$ cat config.mk
export PLATFORM = sky130hd
export DESIGN_NAME = fft_addr_sequencer
export DESIGN_NICKNAME = d
export VERILOG_FILES = /design/src/rtl/fft_addr_sequencer.sv
export SDC_FILE = /design/constraint.sdc
export NUM_CORES = 1
export LEC_CHECK = 0
export ABC_AREA = 1
export BUFFER_PORTS_ARGS = -buffer_cell sky130_fd_sc_hd__buf_4
export CAP_MARGIN = 0
export CORE_MARGIN = 4
export CORE_UTILIZATION = 50
export DETAILED_ROUTE_END_ITERATION = 8
export GPL_TIMING_DRIVEN = 1
export HOLD_SLACK_MARGIN = 0.1
export PLACE_DENSITY = 0.81
export SLEW_MARGIN = 30
export SYNTH_ARGS = -nofsm -noshare
export SYNTH_HDL_FRONTEND = slang
export SYNTH_SLANG_ARGS = --single-unit
$ cat constraint.sdc
create_clock -name clk -period 5.2 [get_ports clk]
set_input_delay 1.04 -clock clk [delete_from_list [all_inputs] [get_ports clk]]
set_output_delay 1.04 -clock clk [all_outputs]
set_load 0.01 [all_outputs]
$ cat src/rtl/fft_addr_sequencer.sv
// fft_addr_sequencer
//   Control and address sequencer for an in-place radix-2 DIT FFT core.
//   A frame goes through four phases:
//     LOAD    - input samples are written to the working RAM in bit-reversed order
//     COMPUTE - one butterfly (i1, i2, twiddle index) is issued per cycle, stage by stage
//     DRAIN   - reads pause for BFLY_LAT cycles so a stage's last write-back lands
//               before the next stage's first read
//     UNLOAD  - the result is streamed out in natural order with valid/ready handshake
//
// Ports
//   clk, reset          system clock, synchronous active-high reset
//   start               begin a frame (only looked at in IDLE)
//   in_valid            input sample present this cycle (only looked at in LOAD)
//   ld_we, ld_addr      RAM write strobe / bit-reversed address for the input sample
//   rd_en, i1, i2       butterfly operand read strobe and addresses
//   tw_idx              twiddle ROM index
//   wr_en, wr_i1, wr_i2 butterfly write-back strobe and addresses (read delayed BFLY_LAT)
//   stage_o             current stage number
//   out_ready           downstream accepts the output sample
//   fft_valid, out_addr output sample valid / natural-order RAM read address
//   busy                high in every state except IDLE
//   done                one-cycle pulse after the last output sample is accepted
//
// All outputs are registered.

module fft_addr_sequencer #(
  parameter int N_LOG2   = 8,
  parameter int BFLY_LAT = 3
) (
  input  logic              clk,
  input  logic              reset,
  input  logic              start,
  input  logic              in_valid,
  output logic              ld_we,
  output logic [N_LOG2-1:0] ld_addr,
  output logic              rd_en,
  output logic [N_LOG2-1:0] i1,
  output logic [N_LOG2-1:0] i2,
  output logic [N_LOG2-2:0] tw_idx,
  output logic              wr_en,
  output logic [N_LOG2-1:0] wr_i1,
  output logic [N_LOG2-1:0] wr_i2,
  output logic [3:0]        stage_o,
  input  logic              out_ready,
  output logic              fft_valid,
  output logic [N_LOG2-1:0] out_addr,
  output logic              busy,
  output logic              done
);

  localparam int N    = 1 << N_LOG2;
  localparam int TW_W = N_LOG2 - 1;
  localparam int DW   = (BFLY_LAT > 1) ? $clog2(BFLY_LAT) : 1;

  localparam logic [N_LOG2-1:0] ONE         = N_LOG2'(1);
  localparam logic [N_LOG2-1:0] LAST_SAMPLE = N_LOG2'(N - 1);
  localparam logic [N_LOG2-1:0] LAST_BFLY   = N_LOG2'(N / 2 - 1);
  localparam logic [3:0]        LAST_STAGE  = 4'(N_LOG2 - 1);
  localparam logic [DW-1:0]     LAST_DRAIN  = DW'(BFLY_LAT - 1);

  typedef enum logic [2:0] {
    S_IDLE,
    S_LOAD,
    S_COMPUTE,
    S_DRAIN,
    S_UNLOAD
  } state_t;

  state_t state_q, state_d;

  logic [N_LOG2-1:0] ld_cnt_q, ld_cnt_d;
  logic [N_LOG2-1:0] bfly_q, bfly_d;
  logic [DW-1:0]     drain_q, drain_d;
  logic [3:0]        stage_q, stage_d;

  logic              ld_we_q, ld_we_d;
  logic [N_LOG2-1:0] ld_addr_q, ld_addr_d;
  logic              rd_en_q, rd_en_d;
  logic [N_LOG2-1:0] i1_q, i1_d;
  logic [N_LOG2-1:0] i2_q, i2_d;
  logic [TW_W-1:0]   tw_q, tw_d;
  logic              fft_valid_q, fft_valid_d;
  logic [N_LOG2-1:0] out_addr_q, out_addr_d;
  logic              busy_q, busy_d;
  logic              done_q, done_d;

  // Write-back shift pipe: stage 0 holds the read issued one cycle ago,
  // stage BFLY_LAT-1 is what drives the write port.
  logic              pipe_en_q [BFLY_LAT];
  logic [N_LOG2-1:0] pipe_i1_q [BFLY_LAT];
  logic [N_LOG2-1:0] pipe_i2_q [BFLY_LAT];

  // Bit-reversed load address.
  logic [N_LOG2-1:0] ld_rev;
  genvar gi;
  generate
    for (gi = 0; gi < N_LOG2; gi++) begin : g_bitrev
      assign ld_rev[gi] = ld_cnt_q[N_LOG2-1-gi];
    end
  endgenerate

  // Butterfly address generation for butterfly bfly_q of stage stage_q.
  //   span = 2^s, j = b mod span, i1 = (b >> s) * 2 * span + j,
  //   tw_idx = j << (N_LOG2-1-s). j < 2^s keeps tw_idx inside TW_W bits.
  logic [N_LOG2-1:0] span;
  logic [N_LOG2-1:0] bf_j;
  logic [N_LOG2-1:0] bf_i1;
  logic [N_LOG2-1:0] tw_full;
  logic [3:0]        stage_p1;
  logic [3:0]        tw_shift;

  always_comb begin
    stage_p1 = stage_q + 4'd1;
    tw_shift = LAST_STAGE - stage_q;
    span     = ONE << stage_q;
    bf_j     = bfly_q & (span - ONE);
    bf_i1    = ((bfly_q >> stage_q) << stage_p1) | bf_j;
    tw_full  = bf_j << tw_shift;
  end

  always_comb begin
    state_d     = state_q;
    ld_cnt_d    = ld_cnt_q;
    bfly_d      = bfly_q;
    drain_d     = drain_q;
    stage_d     = stage_q;
    out_addr_d  = out_addr_q;
    ld_we_d     = 1'b0;
    ld_addr_d   = '0;
    rd_en_d     = 1'b0;
    i1_d        = '0;
    i2_d        = '0;
    tw_d        = '0;
    fft_valid_d = 1'b0;
    done_d      = 1'b0;

    case (state_q)
      S_IDLE: begin
        if (start) begin
          state_d  = S_LOAD;
          ld_cnt_d = '0;
          stage_d  = '0;
        end
      end

      S_LOAD: begin
        if (in_valid) begin
          ld_we_d   = 1'b1;
          ld_addr_d = ld_rev;
          ld_cnt_d  = ld_cnt_q + ONE;
          if (ld_cnt_q == LAST_SAMPLE) begin
            state_d  = S_COMPUTE;
            ld_cnt_d = '0;
            stage_d  = '0;
            bfly_d   = '0;
          end
        end
      end

      S_COMPUTE: begin
        rd_en_d = 1'b1;
        i1_d    = bf_i1;
        i2_d    = bf_i1 + span;
        tw_d    = tw_full[TW_W-1:0];
        bfly_d  = bfly_q + ONE;
        if (bfly_q == LAST_BFLY) begin
          state_d = S_DRAIN;
          bfly_d  = '0;
          drain_d = '0;
        end
      end

      S_DRAIN: begin
        drain_d = drain_q + DW'(1);
        if (drain_q == LAST_DRAIN) begin
          drain_d = '0;
          if (stage_q == LAST_STAGE) begin
            state_d     = S_UNLOAD;
            out_addr_d  = '0;
            fft_valid_d = 1'b1;
          end else begin
            state_d = S_COMPUTE;
            stage_d = stage_q + 4'd1;
          end
        end
      end

      S_UNLOAD: begin
        fft_valid_d = 1'b1;
        if (out_ready) begin
          if (out_addr_q == LAST_SAMPLE) begin
            state_d     = S_IDLE;
            fft_valid_d = 1'b0;
            done_d      = 1'b1;
            out_addr_d  = '0;
            stage_d     = '0;
          end else begin
            out_addr_d = out_addr_q + ONE;
          end
        end
      end

      default: begin
        state_d = S_IDLE;
      end
    endcase

    // Registered from the next state so busy drops in the same cycle done rises.
    busy_d = (state_d != S_IDLE);
  end

  always_ff @(posedge clk) begin
    if (reset) begin
      state_q     <= S_IDLE;
      ld_cnt_q    <= '0;
      bfly_q      <= '0;
      drain_q     <= '0;
      stage_q     <= '0;
      ld_we_q     <= 1'b0;
      ld_addr_q   <= '0;
      rd_en_q     <= 1'b0;
      i1_q        <= '0;
      i2_q        <= '0;
      tw_q        <= '0;
      fft_valid_q <= 1'b0;
      out_addr_q  <= '0;
      busy_q      <= 1'b0;
      done_q      <= 1'b0;
    end else begin
      state_q     <= state_d;
      ld_cnt_q    <= ld_cnt_d;
      bfly_q      <= bfly_d;
      drain_q     <= drain_d;
      stage_q     <= stage_d;
      ld_we_q     <= ld_we_d;
      ld_addr_q   <= ld_addr_d;
      rd_en_q     <= rd_en_d;
      i1_q        <= i1_d;
      i2_q        <= i2_d;
      tw_q        <= tw_d;
      fft_valid_q <= fft_valid_d;
      out_addr_q  <= out_addr_d;
      busy_q      <= busy_d;
      done_q      <= done_d;
    end
  end

  // Reset flushes the pipe so no write-back of an aborted frame reaches the RAM.
  always_ff @(posedge clk) begin
    if (reset) begin
      for (int k = 0; k < BFLY_LAT; k++) begin
        pipe_en_q[k] <= 1'b0;
        pipe_i1_q[k] <= '0;
        pipe_i2_q[k] <= '0;
      end
    end else begin
      pipe_en_q[0] <= rd_en_q;
      pipe_i1_q[0] <= i1_q;
      pipe_i2_q[0] <= i2_q;
      for (int k = 1; k < BFLY_LAT; k++) begin
        pipe_en_q[k] <= pipe_en_q[k-1];
        pipe_i1_q[k] <= pipe_i1_q[k-1];
        pipe_i2_q[k] <= pipe_i2_q[k-1];
      end
    end
  end

  assign ld_we     = ld_we_q;
  assign ld_addr   = ld_addr_q;
  assign rd_en     = rd_en_q;
  assign i1        = i1_q;
  assign i2        = i2_q;
  assign tw_idx    = tw_q;
  assign wr_en     = pipe_en_q[BFLY_LAT-1];
  assign wr_i1     = pipe_i1_q[BFLY_LAT-1];
  assign wr_i2     = pipe_i2_q[BFLY_LAT-1];
  assign stage_o   = stage_q;
  assign fft_valid = fft_valid_q;
  assign out_addr  = out_addr_q;
  assign busy      = busy_q;
  assign done      = done_q;

endmodule

==> results of run 1 <==
layout make-up:
type                            instances  share of cell area [%]
Multi-Input combinational cell        472                    37.1
Tap cell                              140                    2.60
Sequential cell                       120                    35.7
Timing Repair Buffer                   69                    7.68
Inverter                              140                    7.83
Clock buffer                           18                    6.37
Clock inverter                         14                    2.80
power by group through the flow:
stage	clock (mW)	sequential [mW]	combinational [mW]
2_1_floorplan	0	0.959	0.247
3_3_place_gp	0	0.967	0.295
3_5_place_dp	0	0.967	0.297
4_1_cts	1.23	0.947	0.301
5_1_grt	1.27	0.950	0.343
6_report	1.22	0.948	0.305
Yosys cell counts, types with 5 or more instances:
cell type	instances
inv_1	124
nand2_1	122
dfxtp_1	120
nor2_1	115
nand3_1	60
o21ai_0	30
a21oi_1	29
buf_4	19
ha_1	17
inv_2	14
nor3_1	12
nand2_2	10
nor2_2	10
nand4_1	9
a211oi_1	6
nand3_2	6
buf_1	5
xor2_1	5
how the worst max path moves through the flow:
stage	from	endpoint	slack, ps	cells past startpoint
floorplan	stage_o[0]	i2[6]	2060	19
global placement	stage_o[0]	i2[6]	1400	15
detailed placement	stage_o[0]	i2[6]	1280	15
CTS	stage_o[0]	i2[6]	1260	15
global route	stage_o[1]	i2[7]	1190	22
finish	stage_o[1]	i2[6]	1460	15
registers in the layout, indices dropped and copies added, names as in the netlist:
signal	count
state_q	3
rd_en	1
i2	8
i1	8
out_addr	8
bfly_q	8
pipe_i1_q	24
fft_valid	1
pipe_i2_q	24
tw_idx	7
busy	1
stage_o	4
drain_q	2
done	1
ld_addr	8
pipe_en_q	3
ld_cnt_q	8
ld_we	1
cells by family (layout without fill, tap and decap cells):
| logic type | after synthesis | in the layout | synth area share (%) |
|---|---|---|---|
| simple gates | 359 | 359 | 29.3 |
| buf+inv | 175 | 241 | 13.4 |
| flops | 120 | 120 | 42.4 |
| compound gates | 90 | 90 | 9.99 |
| fa+ha+maj | 18 | 18 | 4.11 |
| xor+xnor | 5 | 5 | 0.774 |
worst max-delay path, delay by kind of cell, from the launching register on:
kind	cells	cell delay [ps]
compound gates	4	650
flops	1	720
buf+inv	3	620
fa+ha+maj	3	1140
simple gates	5	500
placed cells by master, fill, tap and decap left out, types with 14 or more instances in the layout:
master       n
clkbuf_16   17
a21oi_1     29
nand2_1    122
dfxtp_1    119
o21ai_0     30
ha_1        17
inv_1      124
inv_2       14
buf_4       69
nor2_1     115
nand3_1     60
layer usage:
metal	global-route usage [%]	share of wire (%)	vias to the layer above
met5	0	0	-
met4	6.10	1.7	0
met3	5.29	5.7	22
met2	32.8	48	152
met1	24.1	45	2160
li1	-	-	2495
==> run metrics, run 1 <==
Die Span X=between 100 and 150 um; startpoint types=flip-flop; Initial DRT Pass Iterations=6; Post-DRT Antenna Nets=0; slowest stage delay, CP=720 ps; die area=13100 um2; Critical Path RT=5490 ps; P_sw=0.677 mW; Reg area=2400 um2; WL/cell=12.7 um; final clock period utilization by the worst path=72.0%; H-tree Lvls=4; worst-case clock buffer depth=2; first-pass GRT wire length=20400 um; initial antenna violation count=0; switch share=27.4%; NumNets Final=843; Synth area leader=dfxtp_1; number of enable flip-flop cells after synthesis=0; Clock power frac=49.2%; Crit Path Max Fanout=18; starting density of the core=51.8%; Mapped Area=5660 um2; crit path DAT=approximately 4000 ps; Hold Vio Cnt, Final=0; cts hold-fix bufs=0; post-DR vias/cell=between 4 and 5; max cap viols=0; Static Leak=3.01 nW; crit path capture type=flip-flop; fillers=960; pre-CTS setup slack=~1300 ps; Period minus WS final=3740 ps; HPWL after DPL=8730 um; GRT Residual Overflow=0; Ports=70; Multi-input gate area=2500 um2; async set-reset flop share out of synthesis=0%; worst skew pair latency=410 ps; hold worst-path end=pipe_i1_q[0][8]; Worst R2R Start=stage_o[1]; 1st-iter DRT viols=between 400 and 500; Hold Crit Depth=2; Critical Path Slowest Stage Cell=dfxtp_1; post-synthesis sequential area ratio=42.4%; Seq pwr share=approximately two fifths; P&R area growth vs syn=19.1%; status=finished, final reports clean; Final Instance Area=6740 um2; Placer Congestion=0.947; CTS sink cnt=120; Final WS setup=around 1500 ps; Setup TNS Final=0 ps; combinational power share=12.4%; crit path kind=flip-flop to flip-flop; Yosys top cell area share=a little over two fifths; pwr dens=366 nW/um2; Cells after Synth=767; # DRC=0; setup violators final=0; mean area per synthesized cell=roughly 7.4 um2; Yosys Warn Count=0; core outline area=10900 um2; Site Rows=38; FMAX=267 MHz; fraction of layout cells with a size suffix above 1=19.7%; drt total wl=between 10000 and 15000 um; final cell count without fillers=973; total setup buffers inserted after CTS=0; Cell variety after synth=52; #FFs+latches synth=120; post_cts resized=0; GR Util All Layers=19.4%; vias in the first global route=4468; diode count=0; Worst Tran Pin Value=633 ps; Inst Count DP=941; Via Count=4829; Max Slew Vio Count=0; Power Internal=around 1.8 mW; port bufs=69; clock-pin slew on the worst setup and hold paths=around 60 ps; Power, Total=2.47 mW; Post-DP Area=6120 um2; Worst Hold Class=flip-flop to flip-flop; RSZ-0062 raised after global routing=false; hold slack final=396 ps; largest cells by area after synthesis=dfxtp_1 42%, inv_1 8.2%, nand2_1 8.1%; critical-path cell list=inv_2 -> ha_1 -> clkinv_1 -> nand4_1 -> nand2_1 -> ha_1 -> fa_1 -> nand2_1 -> inv_1 -> o21ai_0 -> a21boi_0 -> o21ai_0 -> nand2_1 -> nand2_1 -> a21oi_1; CTS tree=done; Top FF cell, synth=dfxtp_1; TritonCTS Buffers=17; Mapped Nets=790; clk root buf=clkbuf_16; Worst R2R Path Depth=15; hold path startpoint=pipe_i1_q[0][0]; die span in y=114 um; skew final=5.81 ps; critical path's most frequent cell=nand2_1; Peak VDD IR=approximately 0.00025 V; largest net degree at the start of global routing=63; R2R Path End=i2[6]; slew margin rel.=57.8%; final core utilization=61.6%; Worst R2R Setup Slack=1460 ps
No activity file was read; power rests on OpenSTA's default activity.
==> inputs of run 2 (changes only) <==
--- a/config.mk
+++ b/config.mk
@@ -13,7 +13,7 @@
 export DETAILED_ROUTE_END_ITERATION = 8
 export GPL_TIMING_DRIVEN = 1
 export HOLD_SLACK_MARGIN = 0.1
-export PLACE_DENSITY = 0.81
+export PLACE_DENSITY = 0.84
 export SLEW_MARGIN = 30
 export SYNTH_ARGS = -nofsm -noshare
 export SYNTH_HDL_FRONTEND = slang
==> constraint.sdc (replaced) <==
create_clock -name clk -period 3.3 [get_ports clk]
set_input_delay 0.66 -clock clk [delete_from_list [all_inputs] [get_ports clk]]
set_output_delay 0.66 -clock clk [all_outputs]
set_load 0.01 [all_outputs]
==> run 2 against run 1 <==
Combinational power grew 75%. Wire length up 3.5%. Critical path depth rose by 1. Cell count grew 1.6%. Total power up 54%. Final area rose by 1.5%. Maximum frequency is 19% higher. Clock power increased by 47%. Clock skew grew 3.3 ps. Critical endpoint unchanged.
==> run metrics, run 2 (synthesis gave the netlist of run 1 again) <==
status=finished, final reports clean; Post-DRT Antenna Nets=0; pre-CTS setup slack=148 ps; clock-pin slew on the worst setup and hold paths=60 ps; Die Span X=between 100 and 150 um; Placer Congestion=1.02; most common cell after layout, fill and taps aside=inv_1; Crit Path Max Fanout=8; fraction of layout cells with a size suffix above 1=21.6%; die span in y=roughly 110 um; crit path launch=stage_o[2]; # DRC=0; Initial DRT Pass Iterations=5; drt total wl=between 10000 and 15000 um; HPWL after DPL=9450 um; skew final=9.13 ps; final core utilization=approximately 63%; H-tree Lvls=4; crit path capture type=flip-flop; worst-case clock buffer depth=2; crit path DAT=~3400 ps; max cap viols=0; final clock period utilization by the worst path=between 90% and 100%; die area=13100 um2; Final WS setup=161 ps; slew margin rel.=65.1%; FMAX=319 MHz; first-pass GRT wire length=20700 um; hold slack final=398 ps; Site Rows=38; NumNets Final=859; Hold Vio Cnt, Final=0; setup violators final=0; Critical Path RT=3600 ps; Ports=70; vias in the first global route=about 4500; port bufs=69; clk root buf=clkbuf_16; P&R area growth vs syn=20.9%; Period minus WS final=3140 ps; CTS sink cnt=120; worst skew pair latency=410 ps; Via Count=4964; largest net degree at the start of global routing=52; Worst Hold Class=flip-flop to flip-flop; crit path kind=flip-flop to flip-flop; hold path startpoint=pipe_i2_q[0][8]; GR Util All Layers=20.0%; 1st-iter DRT viols=371; TritonCTS Buffers=17; diode count=0; starting density of the core=between 50% and 60%; biggest regs=pipe_i1_q: 24 flops, pipe_i2_q: 24 flops; Peak VDD IR=0.000540 V; Worst Tran Pin Value=523 ps; pwr dens=roughly 560 nW/um2; CTS tree=done; cts hold-fix bufs=0; initial antenna violation count=0; WL/cell=12.9 um; core outline area=10900 um2; Max Slew Vio Count=0; post-DR vias/cell=5.02; Static Leak=3.07 nW; Worst R2R Start=stage_o[2]; GRT Residual Overflow=0; highest-count cells in the layout ignoring fill and taps=124 x inv_1, 122 x nand2_1, 118 x dfxtp_1; startpoint types=flip-flop
==> run 2: cell types whose count changed in the layout (fill, tap and decap cells not counted), sizes merged <==
cell      before  now
clkbuf        18   21
inv          145  140
clkinv         4    5
bufinv         3    2
clkinvlp       2    4
buf           69   85
==> run 2: through the flow <==
stage	TNS (ps)	power, mW	instance area, um2	cells
floorplan	0	1.90	5660	767
global placement	0	2.03	6230	955
detailed placement	0	2.03	6230	955
CTS	0	3.82	6810	987
global route	-4.33	3.97	6840	989
finish	0	3.80	6840	989
==> run 2: critical path: stages (launching register included) <==
cell	delay, ps
dfxtp_1	540
inv_2	140
ha_1	390
inv_1	110
nor2_2	70
nand4_1	100
nand2_1	70
ha_1	220
fa_1	380
nand2_1	70
inv_1	40
o21ai_0	270
a21boi_0	180
o21ai_0	230
nand2_1	80
nand2_1	70
a21oi_1	50
==> run 2: cell type report <==
cell class                 instances  area (um2)
fill                             974        4100
multi-input combinational        472        2510
sequential                       120        2410
timing repair buffer              85         638
inverter                         140         528
clock buffer                      21         460
tap                              140         175
clock inverter                    11         123
==> run 2: path summary, 6_finish.rpt <==
| kind | cells after the start | endpoint | slack, ps |
|---|---|---|---|
| min reg2reg | 2 | pipe_i2_q[0][16] | 400 |
| min | 2 | pipe_i2_q[0][16] | 400 |
| max | 16 | i2[6] | 160 |
| max reg2reg | 16 | i2[6] | 160 |
==> run 2: power by group <==
group	total (mW)	internal [mW]	switching (mW)
logic	0.535	0.182	0.353
clock network	1.79	1.15	0.639
registers	1.48	1.46	0.0197
==> run 2: layer usage <==
| layer | up-vias | GRT usage [%] | part of all wire (%) |
|---|---|---|---|
| li1 | 2528 | - | - |
| met1 | 2231 | 24.7 | 44 |
| met2 | 167 | 32.4 | 46 |
| met3 | 38 | 4.39 | 6.3 |
| met4 | 0 | 10.6 | 3.3 |
| met5 | - | 0 | 0 |
==> run 2: timing repair <==
action	in CTS	in global routing
resized for setup	0	6
setup buffers	0	2
hold endpoints to repair	0	0
setup endpoints to repair	0	2
